File: src/rtl/posit_pkg.sv
// Shared types for the posit div/sqrt unit and its requester-side issuer.
package posit_pkg;

    typedef enum logic [1:0] {
        POSIT16 = 2'd0,
        POSIT8  = 2'd1,
        POSIT32 = 2'd2
    } posit_format_e;

    typedef enum logic {
        DIV  = 1'b0,
        SQRT = 1'b1
    } operation_e;

    typedef enum logic [1:0] {
        RNE = 2'd0,
        RTZ = 2'd1,
        RDN = 2'd2,
        RUP = 2'd3
    } roundmode_e;

    // Exception flags: invalid, divide-by-zero, overflow, underflow, inexact.
    typedef struct packed {
        logic NV;
        logic DZ;
        logic OF;
        logic UF;
        logic NX;
    } status_t;

    function automatic int unsigned posit_width(input posit_format_e fmt);
        case (fmt)
            POSIT8:  return 8;
            POSIT32: return 32;
            default: return 16;
        endcase
    endfunction

    // Response record for the default format; other formats build the same
    // layout locally with their own result width.
    localparam int unsigned DEFAULT_WIDTH = posit_width(posit_format_e'(0));

    typedef struct packed {
        logic [DEFAULT_WIDTH-1:0] result;
        status_t                  status;
        logic                     tag;
    } posit_divsqrt_rsp_t;

endpackage

File: src/rtl/posit_divsqrt_rsp_fifo.sv
// Circular response queue; head entry is read straight from storage flops.
module posit_divsqrt_rsp_fifo
    import posit_pkg::*;
#(
    parameter type         entry_t = posit_divsqrt_rsp_t,
    parameter int unsigned DEPTH   = 2
)(
    input  logic   clk_i,
    input  logic   rst_ni,
    input  logic   flush_i,
    input  logic   push_i,
    input  entry_t push_data_i,
    input  logic   pop_i,
    output entry_t head_o,
    output logic   full_o,
    output logic   empty_o
);

    localparam int unsigned PTR_W = (DEPTH > 1) ? $clog2(DEPTH) : 1;
    localparam int unsigned CNT_W = $clog2(DEPTH) + 1;
    localparam logic [PTR_W-1:0] LAST_PTR = PTR_W'(DEPTH - 1);
    localparam logic [CNT_W-1:0] FULL_CNT = CNT_W'(DEPTH);

    entry_t            mem_q [DEPTH];
    logic [PTR_W-1:0]  rd_ptr_q, wr_ptr_q;
    logic [CNT_W-1:0]  count_q;
    logic              push_ok, pop_ok;

    function automatic logic [PTR_W-1:0] ptr_inc(input logic [PTR_W-1:0] p);
        return (p == LAST_PTR) ? '0 : p + 1'b1;
    endfunction

    assign full_o  = (count_q == FULL_CNT);
    assign empty_o = (count_q == '0);
    // A push into a full queue is only legal when the head leaves the same cycle.
    assign push_ok = push_i & ~flush_i & (~full_o | pop_i);
    assign pop_ok  = pop_i & ~flush_i & ~empty_o;
    assign head_o  = mem_q[rd_ptr_q];

    // Pointer and occupancy bookkeeping; flush empties the queue in one cycle.
    always_ff @(posedge clk_i or negedge rst_ni) begin
        if (!rst_ni) begin
            rd_ptr_q <= '0;
            wr_ptr_q <= '0;
            count_q  <= '0;
        end else if (flush_i) begin
            rd_ptr_q <= '0;
            wr_ptr_q <= '0;
            count_q  <= '0;
        end else begin
            if (push_ok) wr_ptr_q <= ptr_inc(wr_ptr_q);
            if (pop_ok)  rd_ptr_q <= ptr_inc(rd_ptr_q);
            if (push_ok && !pop_ok)      count_q <= count_q + 1'b1;
            else if (pop_ok && !push_ok) count_q <= count_q - 1'b1;
        end
    end

    // One storage slot per entry, written when the write pointer selects it.
    for (genvar gi = 0; gi < DEPTH; gi++) begin : g_slot
        always_ff @(posedge clk_i or negedge rst_ni) begin
            if (!rst_ni) begin
                mem_q[gi] <= '0;
            end else if (push_ok && (wr_ptr_q == PTR_W'(gi))) begin
                mem_q[gi] <= push_data_i;
            end
        end
    end

endmodule

File: src/rtl/posit_divsqrt_issuer.sv
// Core-side front end for the combinational posit div/sqrt unit: holds one
// request, hands it to the unit, and queues results for the core.
module posit_divsqrt_issuer
    import posit_pkg::*;
#(
    parameter posit_format_e pFormat = posit_format_e'(0),
    parameter int unsigned   DEPTH   = 2,
    localparam int unsigned  WIDTH   = posit_width(pFormat)
)(
    input  logic                   clk_i,
    input  logic                   rst_ni,
    input  logic                   flush_i,
    input  logic [1:0][WIDTH-1:0]  req_operands_i,
    input  operation_e             req_op_i,
    input  roundmode_e             req_rnd_i,
    input  logic                   req_tag_i,
    input  logic                   req_valid_i,
    output logic                   req_ready_o,
    output logic [1:0][WIDTH-1:0]  du_operands_o,
    output operation_e             du_op_o,
    output roundmode_e             du_rnd_o,
    output logic                   du_tag_o,
    output logic                   du_valid_o,
    input  logic                   du_ready_i,
    input  logic [WIDTH-1:0]       du_result_i,
    input  status_t                du_status_i,
    input  logic                   du_tag_i,
    input  logic                   du_valid_i,
    output logic                   du_ready_o,
    output logic                   du_flush_o,
    output logic [WIDTH-1:0]       rsp_result_o,
    output status_t                rsp_status_o,
    output logic                   rsp_tag_o,
    output logic                   rsp_valid_o,
    input  logic                   rsp_ready_i,
    output logic                   busy_o
);

    typedef enum logic {IDLE, ISSUE} state_e;

    typedef struct packed {
        logic [WIDTH-1:0] result;
        status_t          status;
        logic             tag;
    } rsp_t;

    state_e               state_q, state_d;
    logic [1:0][WIDTH-1:0] operands_q;
    operation_e           op_q;
    roundmode_e           rnd_q;
    logic                 tag_q;

    logic space, issue_fire, accept, push, pop;
    logic fifo_full, fifo_empty;
    rsp_t push_data, head;

    // Handshake terms and next state. A slot exists if the queue has room or
    // its head is leaving this cycle; flush suppresses every transfer.
    always_comb begin
        space       = ~fifo_full | (rsp_valid_o & rsp_ready_i);
        du_valid_o  = (state_q == ISSUE) & space & ~flush_i;
        issue_fire  = du_valid_o & du_ready_i;
        du_ready_o  = space & ~flush_i;
        req_ready_o = ~flush_i & ((state_q == IDLE) | issue_fire);
        accept      = req_valid_i & req_ready_o;
        // The unit is combinational, so a result is only genuine alongside our issue.
        push        = du_valid_i & du_ready_o & du_valid_o;
        pop         = rsp_valid_o & rsp_ready_i;
        state_d     = state_q;
        if (flush_i) begin
            state_d = IDLE;
        end else begin
            case (state_q)
                IDLE:    if (accept) state_d = ISSUE;
                ISSUE:   if (issue_fire && !accept) state_d = IDLE;
                default: state_d = IDLE;
            endcase
        end
    end

    // State register.
    always_ff @(posedge clk_i or negedge rst_ni) begin
        if (!rst_ni) state_q <= IDLE;
        else         state_q <= state_d;
    end

    // Request register; reloads whenever a request is accepted.
    always_ff @(posedge clk_i or negedge rst_ni) begin
        if (!rst_ni) begin
            operands_q <= '0;
            op_q       <= DIV;
            rnd_q      <= RNE;
            tag_q      <= 1'b0;
        end else if (accept) begin
            operands_q <= req_operands_i;
            op_q       <= req_op_i;
            rnd_q      <= req_rnd_i;
            tag_q      <= req_tag_i;
        end
    end

    // Pack the unit's result for the response queue.
    always_comb begin
        push_data        = '0;
        push_data.result = du_result_i;
        push_data.status = du_status_i;
        push_data.tag    = du_tag_i;
    end

    posit_divsqrt_rsp_fifo #(
        .entry_t (rsp_t),
        .DEPTH   (DEPTH)
    ) u_rsp_fifo (
        .clk_i       (clk_i),
        .rst_ni      (rst_ni),
        .flush_i     (flush_i),
        .push_i      (push),
        .push_data_i (push_data),
        .pop_i       (pop),
        .head_o      (head),
        .full_o      (fifo_full),
        .empty_o     (fifo_empty)
    );

    assign du_operands_o = operands_q;
    assign du_op_o       = op_q;
    assign du_rnd_o      = rnd_q;
    assign du_tag_o      = tag_q;
    assign du_flush_o    = flush_i;
    assign rsp_result_o  = head.result;
    assign rsp_status_o  = head.status;
    assign rsp_tag_o     = head.tag;
    assign rsp_valid_o   = ~fifo_empty;
    assign busy_o        = (state_q == ISSUE) | ~fifo_empty;

endmodule

File: config.mk
export PLATFORM = sky130hd
export DESIGN_NAME = posit_divsqrt_issuer
export DESIGN_NICKNAME = d
export VERILOG_FILES = /design/src/rtl/posit_pkg.sv /design/src/rtl/posit_divsqrt_rsp_fifo.sv /design/src/rtl/posit_divsqrt_issuer.sv
export SDC_FILE = /design/constraint.sdc
export NUM_CORES = 1
export LEC_CHECK = 0
export ABC_AREA = 1
export CORE_MARGIN = 4
export CORE_UTILIZATION = 46
export DETAILED_ROUTE_END_ITERATION = 8
export HOLD_SLACK_MARGIN = 0.1
export PLACE_DENSITY = 0.88
export SLEW_MARGIN = 20
export SYNTH_ARGS = -nofsm -noshare
export SYNTH_HDL_FRONTEND = slang
export SYNTH_HIERARCHICAL = 1
export SYNTH_SLANG_ARGS = --single-unit
export TNS_END_PERCENT = 50
File: constraint.sdc
create_clock -name clk_i -period 2.5 [get_ports clk_i]
set_input_delay 0.25 -clock clk_i [delete_from_list [all_inputs] [get_ports clk_i]]
set_output_delay 0.25 -clock clk_i [all_outputs]
set_load 0.01 [all_outputs]
==> results.ini <==
[setup_path]
critPathLaunchType=flop
rr_startpoint=u_rsp_fifo/count_q[0]
slowest_delay_ns=0.54
crit_family=buffers and inverters
crit_top_cell=nand2_1
rrSetupSlack_ns=0.33
cp_slowest_cell=inv_1
r2r_end=u_rsp_fifo/mem_q[24]
path_buf_inv=2
cp_max_fo=23
critPathCaptureType=output pin
startpoint=u_rsp_fifo/rd_ptr_q
cp_cell_sequence=inv_1 -> nand2_1 -> nand2_1 -> clkdlybuf4s50_1
cp.required_ns=2.25
cp.arrival_ns=2.04
r2r_cells=13
critPathKind=flop to output pin

[job]
drv_cap=0

[floorplan]
ios=129
start_util_pct=47.8
die-area_mm2=0.0102
rows=33
die_x_um=101
dieHeight_um=101
core_mm2=0.00834

[yosys]
syn_area_per_cell_um2=8.81
synth_compound_area_share_pct=8.20
synth_nets=517
synth_flop_cell=dfrtp_1
synth_warnings=6
ys_async_sr_fraction_pct=100
synth_edf_count=0
yosysSeqAreaShare_pct=53.4
synth-xor-area-share_pct=0
synth_fa_ha_area_share_pct=0
yosys-top-cells-count=197 x nand2_1, 85 x dfrtp_1, 38 x nand4_1
synthDistinctLibCells=24
synth_top_family_by_area=simple AND/OR/NAND/NOR gates
synthMuxAreaShare_pct=0
syn_area_mm2=0.00398
yosysMostFrequentCell=nand2_1
yosysTopAreaCellShare_pct=53.4
yosys.area_share.simple_pct=28.3
ys_seq_elements=85
synth.largest_area_cell=dfrtp_1
syn_inst=452
synth_area_leaders=dfrtp_1 53%, nand2_1 19%, nand4_1 6.0%

[sta]
finalSetupTns_ns=0
final_hold_viol_count=0
fmax_mhz=437
tightest_slew_ns=0.741
relSlewSlack_pct=50.5
rsz0062_at_grt=no
hold_slack_ns=0.450
layout_min_cycle_time_ns=2.29
drv_slew=0
finClkSkew_ns=0.0152
setup_viol=0
fin_crit_sh_pct=91.6

[drt]
wire_per_inst_um=14.4
avgViaCountPerCell=5.06
antenna_left=0
drc_errors=0
dr_total_vias=3458
firstDrtPassIters=4
dr.first_iter.drc_count=128
wl_um=9840

[grt]
grt_pass1_vias=3484
grt_pass1_wl_um=16000
grt-ovfl-total=0
grt_max_degree=51
antenna_found_initial=0
grt_usage_pct=19.6

[power_and_ir_drop]
switchingPower_mw=1.16
vdd_drop_max_v=0.000329
clockPowerShare_pct=24.2
p_comb_share_pct=29.5
p_leak_nw=2.67
switching_share_pct=31.2
seqPwrFrac_pct=46.3
powerDensity_mw_per_mm2=687
internal_power_mw=2.56

[finish]
design_area_mm2=0.00540
area_delta_synth_final_pct=35.6
fin_util_pct=64.8
nFillCells=683
final_nets=638
multi_input_area_mm2=0.00145
drive_gt1_share_pct=10.7
seqCellArea_mm2=0.00213
n_antenna_cell=0
layout.cells.non_filler=683

[min_path]
worstHoldPathType=primary input to flop
hold_end=du_op_o
hold_depth=3
hp-start=req_op_i

[clocking]
cts_buffers=9
clockBufferDepth=2
postCtsSetupBuffers=0
root_buffer=clkbuf_8
cts_sinks=85
clk_latency_ns=0.36
ctsHtreeMaxLevel=3
clk_pin_slew_ns=0.10
cts_tree=done

[placement]
dp_hpwl_um=7050
placed_area_mm2=0.00521
gp_congestion=0.833
dp_cells=666
io_buffers=128

[status]
outcome=complete, no violations

cell usage in the layout (no fill, tap or decap), drive strengths merged:
cell type      netlist  final
inv                 35     36
buf                 19     11
nand3                9      9
or2                  1      1
clkinv               0      3
nor3b                1      1
clkdlybuf4s50        0    127
clkinvlp             0      2
dfrtp               85     85
nand2              202    202
nand4               38     38
a21oi                3      3
dlygate4sd3          0      1
clkbuf              10     10
o21ai               45     45
nor2                 4      4
tightest hold or removal path, stage by stage:
cell and delay [ns]:
clkdlybuf4s50_1 0.39, nand4_1 0.08, nand2_1 0.05
routing by layer:
layer	global-route usage (%)	wire, um	up-vias	part of all wire [%]
met5	0	0	-	0
li1	-	-	1679	-
met4	6.34	158	0	1.6
met3	7.96	1050	20	11
met2	30.7	4620	145	47
met1	24.8	4010	1614	41
cell families after synthesis:
family	after synthesis
and+or+nand+nor	255
DFF	85
buffers and inverters	64
AOI/OAI and AO/OA	48
power groups by stage:
stage | Sequential, mW | Clock, mW | Combinational (mW)
5_1_grt | 1.74 | 0.982 | 1.20
4_1_cts | 1.71 | 0.918 | 1.11
3_3_place_gp | 1.73 | 0 | 1.07
3_5_place_dp | 1.73 | 0 | 1.10
2_1_floorplan | 1.76 | 0 | 0.481
6_report | 1.72 | 0.900 | 1.10
sequential cells by signal, summed over array words and instances (netlist names):
signal,count
state_q,1
u_rsp_fifo/wr_ptr_q,1
du_operands_o,32
u_rsp_fifo/count_q,2
du_op_o,1
du_rnd_o,2
u_rsp_fifo/rd_ptr_q,1
u_rsp_fifo/mem_q,44
du_tag_o,1
timing repair:
| action | CTS | global route |
|---|---|---|
| hold buffers | 1 | 0 |
| endpoints found under the hold margin | 48 | 0 |
| resized for setup | 0 | 0 |
metrics by stage:
step           setup slack, ns  power (mW)
4_1_cts                  0.189        3.74
6_report                 0.210        3.71
3_5_place_dp            0.0680        2.84
5_1_grt                 0.0828        3.93
3_3_place_gp             0.135        2.80
2_1_floorplan            0.542        2.24
worst max-delay path by stage:
stage	endpoint	slack [ns]	depth (start not counted)
final	rsp_status_o[4]	0.21	4
after global routing	rsp_result_o[11]	0.08	4
after CTS	rsp_result_o[0]	0.19	4
after detailed placement	du_operands_o[27]	0.07	8
after global placement	du_operands_o[12]	0.13	8
after floorplan	u_rsp_fifo/mem_q[37]	0.54	14
final cells by class:
cell class	count	share of cell area, %
tap	105	2.43
sequential	85	39.4
inverter	35	2.43
multi-input combinational	303	26.9
timing repair buffer	139	25.5
clock inverter	6	0.857
clock buffer	10	2.55
Note: power is estimated with default switching activity, not from simulation.
